`src/rtl/ct_f_spsram_1024x92_ctrl.sv`:
```
// rtl/ct_f_spsram_1024x92_ctrl.sv - request/response controller with zero-fill sweep for the 1024x92 single-port SRAM
module ct_f_spsram_1024x92_ctrl #(
  parameter int ADDR_WIDTH = 10,
  parameter int DATA_WIDTH = 92,
  parameter int WRAP_SIZE  = 23,
  localparam int LANES     = DATA_WIDTH / WRAP_SIZE,
  localparam int ENTRIES   = 1 << ADDR_WIDTH
) (
  input  logic                  forever_cpuclk,
  input  logic                  cpurst_b,
  input  logic                  init_start,
  output logic                  init_busy,
  input  logic                  req_vld,
  output logic                  req_rdy,
  input  logic                  req_wr,
  input  logic [ADDR_WIDTH-1:0] req_addr,
  input  logic [DATA_WIDTH-1:0] req_wdata,
  input  logic [LANES-1:0]      req_wmask,
  output logic                  rsp_vld,
  input  logic                  rsp_rdy,
  output logic [DATA_WIDTH-1:0] rsp_rdata,
  output logic [ADDR_WIDTH-1:0] sram_a,
  output logic                  sram_cen,
  output logic                  sram_gwen,
  output logic [DATA_WIDTH-1:0] sram_wen,
  output logic [DATA_WIDTH-1:0] sram_d,
  input  logic [DATA_WIDTH-1:0] sram_q
);

  localparam logic [ADDR_WIDTH-1:0] LAST_ADDR = ADDR_WIDTH'(ENTRIES - 1);

  typedef enum logic {ST_INIT, ST_RUN} state_t;

  state_t                  state_q, state_d;
  logic [ADDR_WIDTH-1:0]   cnt_q, cnt_d;
  logic                    inflight_q;
  logic [DATA_WIDTH-1:0]   fifo_mem [2];
  logic                    wr_ptr_q, rd_ptr_q;
  logic [1:0]              fifo_cnt_q;
  logic                    fifo_pop, fifo_push, req_acc;
  logic [2:0]              occupancy;
  logic [DATA_WIDTH-1:0]   wen_lanes;

  // Handshakes: a slot is free when buffered plus in-flight reads, net of this cycle's pop, leave room.
  always_comb begin
    fifo_pop  = rsp_vld && rsp_rdy;
    fifo_push = inflight_q;
    occupancy = {1'b0, fifo_cnt_q} + {2'b0, inflight_q} - {2'b0, fifo_pop};
    req_rdy   = cpurst_b && (state_q == ST_RUN) && !init_start && (occupancy < 3'd2);
    req_acc   = req_vld && req_rdy;
    rsp_vld   = cpurst_b && (fifo_cnt_q != 2'd0);
    rsp_rdata = rsp_vld ? fifo_mem[rd_ptr_q] : '0;
    init_busy = !cpurst_b || (state_q == ST_INIT);
  end

  // State register: sweep counter and INIT/RUN mode.
  always_ff @(posedge forever_cpuclk) begin
    if (!cpurst_b) begin
      state_q <= ST_INIT;
      cnt_q   <= '0;
    end else begin
      state_q <= state_d;
      cnt_q   <= cnt_d;
    end
  end

  // Next state: sweep every address once, then serve requests until init_start.
  always_comb begin
    state_d = state_q;
    cnt_d   = cnt_q;
    case (state_q)
      ST_INIT: begin
        cnt_d = cnt_q + 1'b1;
        if (cnt_q == LAST_ADDR) state_d = ST_RUN;
      end
      default: begin
        if (init_start) begin
          state_d = ST_INIT;
          cnt_d   = '0;
        end
      end
    endcase
  end

  // Expand the per-lane write mask into active-low bit enables.
  always_comb begin
    wen_lanes = '1;
    for (int i = 0; i < LANES; i++) begin
      wen_lanes[i*WRAP_SIZE +: WRAP_SIZE] = {WRAP_SIZE{~req_wmask[i]}};
    end
  end

  // Outputs: SRAM pins follow the sweep or the accepted request, idle otherwise.
  always_comb begin
    sram_cen  = 1'b1;
    sram_gwen = 1'b1;
    sram_wen  = '1;
    sram_a    = '0;
    sram_d    = '0;
    if (cpurst_b) begin
      if (state_q == ST_INIT) begin
        sram_cen  = 1'b0;
        sram_gwen = 1'b0;
        sram_wen  = '0;
        sram_a    = cnt_q;
      end else if (req_acc) begin
        sram_cen = 1'b0;
        sram_a   = req_addr;
        if (req_wr) begin
          sram_gwen = 1'b0;
          sram_wen  = wen_lanes;
          sram_d    = req_wdata;
        end
      end
    end
  end

  // Response bookkeeping: in-flight read flag and 2-entry FIFO pointers/count.
  always_ff @(posedge forever_cpuclk) begin
    if (!cpurst_b) begin
      inflight_q <= 1'b0;
      wr_ptr_q   <= 1'b0;
      rd_ptr_q   <= 1'b0;
      fifo_cnt_q <= 2'd0;
    end else begin
      inflight_q <= req_acc && !req_wr;
      if (fifo_push) wr_ptr_q <= ~wr_ptr_q;
      if (fifo_pop)  rd_ptr_q <= ~rd_ptr_q;
      fifo_cnt_q <= fifo_cnt_q + {1'b0, fifo_push} - {1'b0, fifo_pop};
    end
  end

  // FIFO storage: capture SRAM read data the cycle after the read access.
  always_ff @(posedge forever_cpuclk) begin
    if (cpurst_b && fifo_push) fifo_mem[wr_ptr_q] <= sram_q;
  end

endmodule
```
`config.mk`:
```
export PLATFORM = sky130hd
export DESIGN_NAME = ct_f_spsram_1024x92_ctrl
export DESIGN_NICKNAME = d
export VERILOG_FILES = /design/src/rtl/ct_f_spsram_1024x92_ctrl.sv
export SDC_FILE = /design/constraint.sdc
export NUM_CORES = 1
export LEC_CHECK = 0
export BUFFER_PORTS_ARGS = -buffer_cell sky130_fd_sc_hd__buf_2
export CORE_AREA = 5 5 189 191
export CTS_CLUSTER_DIAMETER = 200
export DETAILED_ROUTE_END_ITERATION = 16
export DIE_AREA = 0 0 194 196
export GPL_ROUTABILITY_DRIVEN = 0
export HOLD_SLACK_MARGIN = 0.15
export PLACE_DENSITY = 0.63
export SLEW_MARGIN = 20
export SYNTH_ARGS = -nofsm -noshare
export SYNTH_HDL_FRONTEND = slang
export SYNTH_SLANG_ARGS = --single-unit
```
`constraint.sdc`:
```
create_clock -name forever_cpuclk -period 6.5 [get_ports forever_cpuclk]
set_input_delay 0.325 -clock forever_cpuclk [delete_from_list [all_inputs] [get_ports forever_cpuclk]]
set_output_delay 0.325 -clock forever_cpuclk [all_outputs]
set_load 0.005 [all_outputs]
```
After elaboration in Yosys (flattened, before gate mapping)
Memory sizes are Yosys's and may differ from the RTL's. A register that Yosys moved wholly into a read port is not among the register bits.
Cells that the tools add are included.
Widths: inputs -> output; s select.
Operators by class
  reduce and logical (&&, ||, !) cells: 13
  multiplexer cells: 28
  magnitude comparators: 1
  bitwise gates (word level): 7
  $add $sub $neg: 5
  equal/unequal tests: 2
Operator list (number)
  $mux 92: 9
  $mux 10: 5
  $mux 1: 14
  $add 10x1->10 const B: 1
  $eq 10x10->1 const B: 1
  $logic_and 1x1->1: 8
  $not 1->1: 7
  $add 2x1->3: 1
  $logic_not 1->1: 3
  $lt 3x2->1 const B: 1
  $sub 3x1->3: 1
  $add 2x1->2: 1
  $ne 2x2->1 const B: 1
  $reduce_bool 2->1: 1
  $sub 2x1->2: 1
  $logic_or 1x1->1: 1
Storage, ports and cells
  logic and storage cells: 63
  memory bits (writable): 184
  memories kept: 1
  input port bits: 204
  register bits: 16
Memories
  fifo_mem: depth 2, width 92, rd ports 1, clocked after Yosys merged registers in 1, wr ports 1, line 37  | logic [DATA_WIDTH-1:0] fifo_mem [2];

Logic depth before layout (Yosys ltp)
Gate-level depths: netlist of the first run.
  word-level depth: 10
  depth in mapped cells: 12
  depth with buffers taken out: 9

Least setup slack after synthesis of the first run
Ideal clock, no wire load.
  path kind: input to register
  start: input port cpurst_b
  end: memory fifo_mem[0][0], enable pin
  stages on the path: 3
  arrival: 4.444 ns
  library setup time: 0.543 ns
  required time: 5.957 ns
  path slack: 1.512 ns
  buffers on the path: 1
  cells stage by stage: clkbuf_1 -> nand2_1 -> nor2_1
Between the ends
  cells in the longest elaborated chain, start to end: 3
RTL lines
  start: declaration: line 10  | input logic cpurst_b,
  $logic_and 1x1->1: line 135  | if (cpurst_b && fifo_push) fifo_mem[wr_ptr_q] <= sram_q;
  $mux 1: line 135
  $mux 1 (not written as such): line 135
  end: declaration: line 37
No other way between the ends.

Final worst setup path of the first run
  start: register fifo_cnt_q[1]
  end: output port sram_wen[79]
Between the ends
  cells in the longest elaborated chain, start to end: 10
  elaborated cells between the ends (all ways): 11
RTL lines
  start: declaration: line 39  | logic [1:0] fifo_cnt_q;
  start signal: assignment: line 129  | fifo_cnt_q <= fifo_cnt_q + {1'b0, fifo_push} - {1'b0, fifo_pop};
  $reduce_bool 2->1: line 51  | rsp_vld = cpurst_b && (fifo_cnt_q != 2'd0);
  $logic_and 1x1->1: line 51
  $logic_and 1x1->1: line 46  | fifo_pop = rsp_vld && rsp_rdy;
  named net fifo_pop: line 40  | logic fifo_pop, fifo_push, req_acc;
  $sub 3x1->3: line 48  | occupancy = {1'b0, fifo_cnt_q} + {2'b0, inflight_q} - {2'b0, fifo_pop};
  $lt 3x2->1: line 49  | req_rdy = cpurst_b && (state_q == ST_RUN) && !init_start && (occupancy < 3'd2);
  $logic_and 1x1->1: line 49
  $logic_and 1x1->1: line 50  | req_acc = req_vld && req_rdy;
  $mux 92: line 106  | end else if (req_acc) begin
  $mux 92: line 101  | if (state_q == ST_INIT) begin
  $mux 92: line 100  | if (cpurst_b) begin
  end: declaration: line 25  | output logic [DATA_WIDTH-1:0] sram_wen,
The timed path passes the listed nets, and every way through them passes these cells.

==> results.md, run 1 <==
* FF/Latch Area at 5870 um2
* # port buffers at 494
* Clock latency at the later pin of the worst-skew pair at 0.53 ns
* Post-synth cell types at 39
* Slew HR at 32.5%
* Routed met2 length at 16100 um
* Die H at 196 um
* Final wirelength at 32400 um
* Placed cell count at 1533
* Worst min-delay path category: primary input to flip-flop
* Sw Ratio at 20.1%
* Setup TNS at 0 ns
* Final period util at 65.5%
* Top cell type by total area after synthesis: edfxtp_1
* Layout cells sized above 1 at 45.3%
* Die area at 38000 um2
* CTS tree: yes
* P_sw at 596 uW
* CP Max Fanout at 96
* Num CTS Buffers at 23
* Comb pwr share at 6.0%
* Area taken by multi-input logic gates at 2540 um2
* Seq pwr share at 47.7%
* Hpwl dp at 24100 um
* Number of synthesized flops with an enable pin at 184
* Sequential fraction of the synthesis area at 63.4%
* Final max-slew violation count at 0
* Worst path arrival time at 3.93 ns
* Maximum VDD drop at 202 uV
* Most frequent cells in the layout: buf_2 (494), edfxtp_1 (184), nor2_1 (98), and2_1 (97), mux2i_1 (96)
* Fmax at 235 MHz
* Vias/cell at 4.30
* Top FF cell, synth: edfxtp_1
* # setup viols final at 0
* Die Width at 194 um
* Nets at 1405
* Fin. Hold Viols at 0
* Site row count at 68
* Tot Pwr at 2960 uW
* Syn Inst Count at 700
* First-pass GRT wire length at 46500 um
* Routed via count at 7175
* Synth area leaders: edfxtp_1 (60%), mux2i_1 (10%), buf_4 (7.1%)
* Maximum root-to-sink buffer count at 3
* Clock Sink Count at 201
* CTS H-tree lvls at 1
* Worst slack, placed at 2.43 ns
* Status: completed
* Period minus WS final at 4.25 ns
* Synthesized flop and latch total at 201
* Maxcap violations at 0
* Tot GR Track Use at 15.8%
* Crit. End Element: output port
* Synth-to-layout area growth at 43.9%
* Largest net degree at the start of global routing at 97
* Synth Net Count at 908
* Post-Syn Area per Cell at 13.2 um2
* Pwr Density at 223 nW/um2
* Fillers at 3258
* Critical path class: flip-flop to output port
* Final WS setup at 2.25 ns
* Clk pwr share at 46.3%
* Core Util, Final at 39.2%
* Met1 Wirelength at 11800 um
* Highest metal used: met5
* Synth Warn # at 0
* Netlist Area Pre-Place at 9250 um2
* Detail Route Antenna Nets at 0
* Crit path required time at 6.17 ns
* First DRT Iteration DRCs at 300
* DRC Markers at 0
* Initial antenna violation count at 11
* P_int at 2370 uW
* RSZ-0062 raised after global routing: false
* Worst slew pin tran at 1.01 ns
* Clk_skew at 0.0280 ns
* Static leakage at 0.00571 uW
* Pre-Repair DR Iteration Count at 5
* Vias in the first global route at 7269
* Clock slew at reported path FFs at 0.06 ns
* Clk Tree Root Cell: clkbuf_16
* Final Non-Filler Cells at 1670
* Total gr overflow at 0
* Fraction of registers with async set/reset at 0%
* Met3 routed WL at 2750 um
* Top-area cell type share of the netlist area at 59.8%
* Core outline area at 33900 um2
* Cts repair resizes at 0
* Most common cell after layout, fill and taps aside: buf_2
* I/O pin total at 495
* Routed len/inst at 19.4 um
* Initial Util at 27.2%
* CP startpoint kind: flip-flop
-- what timing repair did --
action / 4_1_cts / 5_1_grt
setup buffers: 0 / 0
hold endpoints to repair: 185 / 0
hold buffers: 93 / 0
-- flip-flops by register name, indices dropped and copies added, names as in the netlist, named ones only --
register and count:
state_q 1, fifo_cnt_q 2, fifo_push 1, wr_ptr_q 1
fifo_mem 184, cnt_q 10, rd_ptr_q 1
-- final timing paths --
kind | cells after the start | endpoint | start | slack (ns)
max | 11 | sram_wen[79] | fifo_cnt_q[1]$_SDFF_PN0_ | 2.25
min | 4 | cnt_q[9]$_SDFFE_PN0P_ | init_start | 0.23
max reg2reg | 9 | fifo_push$_SDFF_PN0_ | fifo_cnt_q[1]$_SDFF_PN0_ | 3.75
min reg2reg | 2 | cnt_q[9]$_SDFFE_PN0P_ | cnt_q[9]$_SDFFE_PN0P_ | 0.53
-- power by group through the flow --
| stage | registers (uW) | clock network, uW | logic, uW |
|---|---|---|---|
| finish | 1410 | 1370 | 178 |
| global route | 1410 | 1470 | 194 |
| CTS | 1410 | 1410 | 181 |
| detailed placement | 1440 | 0 | 135 |
| global placement | 1440 | 0 | 131 |
| floorplan | 1440 | 0 | 61.4 |
-- metrics by stage --
| step | instance area, um2 | hold WS [ns] |
|---|---|---|
| final | 13300 | 0.229 |
| after global routing | 13300 | 0.243 |
| after CTS | 13300 | 0.200 |
| after detailed placement | 11500 | 0.516 |
| after global placement | 11500 | 0.505 |
| after floorplan | 9250 | 0.397 |
-- final cells by class --
type	count	area share, %
Multi-Input combinational cell	368	19.1
Inverter	7	0.197
Clock buffer	25	4.38
Clock inverter	14	1.65
Tap cell	455	4.28
Antenna cell	4	0.0752
Timing Repair Buffer	596	26.2
Sequential cell	201	44.1
-- layer usage --
metal  track usage, %  up-vias
met2             27.6      351
li1                 -     3374
met3             4.69       79
met1             17.9     3363
met4             7.29        8
met5                0        -
-- cell usage after synthesis (all sizes together), types with 3 or more instances --
library cell and count:
nand4 4, a31oi 3, nor3 4, nand2b 4
ha 3, clkbuf 19, buf 105, o211ai 3
mux2i 96, a21boi 3, edfxtp 184, and2 97
dfxtp 17, nor2 99, nand3 6, a32o 8
inv 7, a21oi 6, o21ai 5, nand2 7
nor2b 3
-- kinds of logic after synthesis --
group           after synthesis  share of synthesized area, %
flops                       201                          63.4
simple gates                233                          13.2
mux                          96                          10.4
fa+ha+maj                     4                         0.623
xor+xnor                      3                         0.365
compound gates               32                          2.52
buf+inv                     131                          9.45
-- worst max-delay path, stage by stage, from the launching register on --
cell      delay, ns
dfxtp_1        0.38
o211ai_1       0.28
inv_1          0.07
ha_1           0.28
inv_1          0.04
ha_1           0.19
fa_1           0.44
xnor2_2        0.32
nor4_4         0.07
buf_4          0.34
a21oi_2        0.74
buf_2          0.24
(Power assumes the default switching activity.)
==> inputs of run 2 (changes only) <==
==> constraint.sdc (replaced) <==
create_clock -name forever_cpuclk -period 4.1 [get_ports forever_cpuclk]
set_input_delay 0.205 -clock forever_cpuclk [delete_from_list [all_inputs] [get_ports forever_cpuclk]]
set_output_delay 0.205 -clock forever_cpuclk [all_outputs]
set_load 0.005 [all_outputs]
==> run 2 against run 1 <==
Routed wire length grew 0.30%. Cell count grew 0.66%. Utilization rose by 0.085 points. Clock-buffer cell count is the same. Via count decreased by 0.22%. Setup slack got worse by 1.9 ns. Clock skew down 0.021 ns. Clock power rose by 45%. Die area unchanged. Non-clock buffer count is 10 higher. Global-route usage increased by 0.087 points. Sequential share of layout area down 0.095 points. Critical path type unchanged. Critical endpoint is now sram_wen[11]. Largest cell class unchanged. Largest power group unchanged.
==> results.md, run 2 (synthesis results as in run 1) <==
* Status: completed (unchanged)
* Vias in the first global route at 7377 (was 7269)
* Die Width at 194 um (unchanged)
* Layout cells sized above 1 at 45.3% (about the same)
* Maxcap violations at 0 (unchanged)
* Reg-to-reg critical path endpoint: fifo_push$_SDFF_PN0_ (unchanged)
* Final instance area at 13300 um2 (about the same)
* Fin. Hold Viols at 0 (unchanged)
* Largest Register: fifo_mem (unchanged)
* Most common cell after layout, fill and taps aside: buf_2 (unchanged)
* Slew HR at 36.3% (was 32.5%)
* Final period util at 92.3%
* Clock Sink Count at 201 (unchanged)
* Pre-Repair DR Iteration Count at 4 (was 5)
* Reg2Reg Launch Point: fifo_cnt_q[1]$_SDFF_PN0_ (unchanged)
* Total gr overflow at 0 (unchanged)
* CP startpoint kind: flip-flop (unchanged)
* Crit. End Element: output port (unchanged)
* Core outline area at 33900 um2 (unchanged)
* Crit path required time at 3.89 ns (was 6.17 ns)
* # setup viols final at 0 (unchanged)
* Crit. Startpoint: fifo_cnt_q[1]$_SDFF_PN0_ (unchanged)
* Site row count at 68 (unchanged)
* Initial Util at 27.2% (unchanged)
* Maximum VDD drop at 383 uV (was 202 uV)
* Worst path arrival time at 3.58 ns (was 3.93 ns)
* First DRT Iteration DRCs at 202 (was 300)
* I/O pin total at 495 (unchanged)
* Final max-slew violation count at 0 (unchanged)
* Routed via count at 7159 (was 7175)
* Clock slew at reported path FFs at 0.05 ns (was 0.06 ns)
* Setup TNS at 0 ns (unchanged)
* CP Capture Point: sram_wen[11] (was sram_wen[79])
* Max FFs per register at 184 (unchanged)
* Tot GR Track Use at 15.9% (was 15.8%)
* Clk Tree Root Cell: clkbuf_16 (unchanged)
* CP Max Fanout at 85 (was 96)
* Nets at 1415 (was 1405)
* Die area at 38000 um2 (unchanged)
* Reg2Reg Setup Slack at 1.33 ns (was 3.75 ns)
* Maximum root-to-sink buffer count at 3 (unchanged)
* CTS tree: yes (unchanged)
* Routed len/inst at 19.3 um (was 19.4 um)
* # port buffers at 494 (unchanged)
* Clock latency at the later pin of the worst-skew pair at 0.52 ns (was 0.53 ns)
* Synth-to-layout area growth at 44.2% (was 43.9%)
* Seq pwr share at 49.5% (was 47.7%)
* Most frequent cells in the layout: buf_2 (494), edfxtp_1 (184), nor2_1 (98), and2_1 (97), mux2i_1 (96) (unchanged)
* First-pass GRT wire length at 46900 um (was 46500 um)
* Detail Route Antenna Nets at 0 (unchanged)
* Vias/cell at 4.26 (was 4.30)
* Largest regs: fifo_mem x184, cnt_q x10, fifo_cnt_q x2 (unchanged)
* DRC Markers at 0 (unchanged)
* Post-CTS Setup Bufs at 0 (unchanged)
* Hpwl dp at 24400 um (was 24100 um)
* Critical path class: flip-flop to output port (unchanged)
* Clk pwr share at 44.1% (was 46.3%)
* Clk_skew at 0.00737 ns (was 0.0280 ns)
* Period minus WS final at 3.79 ns
* Pwr Density at 339 nW/um2 (was 223 nW/um2)
* Worst min-delay path category: primary input to flip-flop (unchanged)
* Final wirelength at 32500 um (was 32400 um)
* Largest net degree at the start of global routing at 94 (was 97)
* Placed cell area at 11700 um2 (was 11500 um2)
* Die H at 196 um (unchanged)
* Initial antenna violation count at 3 (was 11)
* Worst slew pin tran at 0.955 ns (was 1.01 ns)
* Fmax at 264 MHz
* Sw Ratio at 21.1% (was 20.1%)
* CTS H-tree lvls at 1 (unchanged)
* Reg2Reg Depth at 9 (unchanged)
* Static leakage at 0.00573 uW (was 0.00571 uW)
* P_int at 3570 uW (was 2370 uW)
* RSZ-0062 raised after global routing: false (unchanged)
* Comb pwr share at 6.4% (was 6.0%)
* Num CTS Buffers at 23 (unchanged)
* P_sw at 955 uW (was 596 uW)
==> run 2: power groups by stage <==
stage	Sequential (uW)	Clock, uW	Combinational, uW
2_1_floorplan	2280	0	97.4
3_3_place_gp	2280	0	209
3_5_place_dp	2280	0	216
4_1_cts	2240	2050	289
5_1_grt	2240	2150	311
6_report	2240	1990	288
==> run 2: timing repair <==
item | 4_1_cts | 5_1_grt
resized for setup | 0 | 1
endpoints found under the setup margin | 0 | 23
hold endpoints to repair | 190 | 0
hold buffers | 94 | 0
==> run 2: worst min path at each step <==
stage                from                        end  slack [ns]  cells past startpoint
2_1_floorplan      req_wr       fifo_push$_SDFF_PN0_        0.28                      1
3_3_place_gp   sram_q[31]  fifo_mem[0][31]$_DFFE_PP_        0.39                      1
3_5_place_dp   sram_q[69]  fifo_mem[0][69]$_DFFE_PP_        0.40                      1
4_1_cts           req_vld       fifo_push$_SDFF_PN0_        0.16                      3
5_1_grt           req_vld       fifo_push$_SDFF_PN0_        0.17                      3
6_report          req_vld       fifo_push$_SDFF_PN0_        0.18                      3
==> run 2: layout make-up <==
| type | instances | area, um2 |
|---|---|---|
| fillers | 3276 | 20600 |
| repair buffers | 606 | 3590 |
| diodes | 4 | 10.0 |
| clock buffers | 25 | 583 |
| flip-flops and latches | 201 | 5870 |
| clock inverters | 15 | 144 |
| well taps | 455 | 569 |
| multi-input cells | 368 | 2550 |
| inverters | 7 | 26.3 |
==> run 2: worst max-delay path, stage by stage, from the launching register on <==
cell and delay [ns]:
dfxtp_1 0.38, o211ai_1 0.28, inv_1 0.07, ha_1 0.28
inv_1 0.04, ha_1 0.20, fa_1 0.45, xnor2_2 0.22
nor4_4 0.31, buf_12 0.29, a21oi_1 0.13, buf_4 0.22
buf_2 0.15
==> run 2: per-layer routing <==
| layer | wire [um] | vias to the layer above | part of all wire (%) | GRT usage, % |
|---|---|---|---|---|
| li1 | - | 3398 | - | - |
| met1 | 11900 | 3382 | 37 | 17.7 |
| met2 | 17100 | 332 | 53 | 29.4 |
| met3 | 2350 | 47 | 7.2 | 4.05 |
| met4 | 1150 | 0 | 3.5 | 5.76 |
| met5 | 0 | - | 0 | 0 |
==> run 2: through the flow <==
| step | setup slack (ns) | utilization [%] | std cells | hold WS (ns) | power [uW] |
|---|---|---|---|---|---|
| 6_report | 0.315 | 39.3 | 1681 | 0.179 | 4520 |
| 5_1_grt | 0.0789 | 39.3 | 1679 | 0.170 | 4700 |
| 4_1_cts | 0.0636 | 39.2 | 1677 | 0.159 | 4580 |
| 3_5_place_dp | 0.630 | 34.3 | 1543 | 0.396 | 2500 |
| 3_3_place_gp | 0.772 | 34.3 | 1543 | 0.392 | 2490 |
| 2_1_floorplan | 0.598 | - | 700 | 0.277 | 2380 |
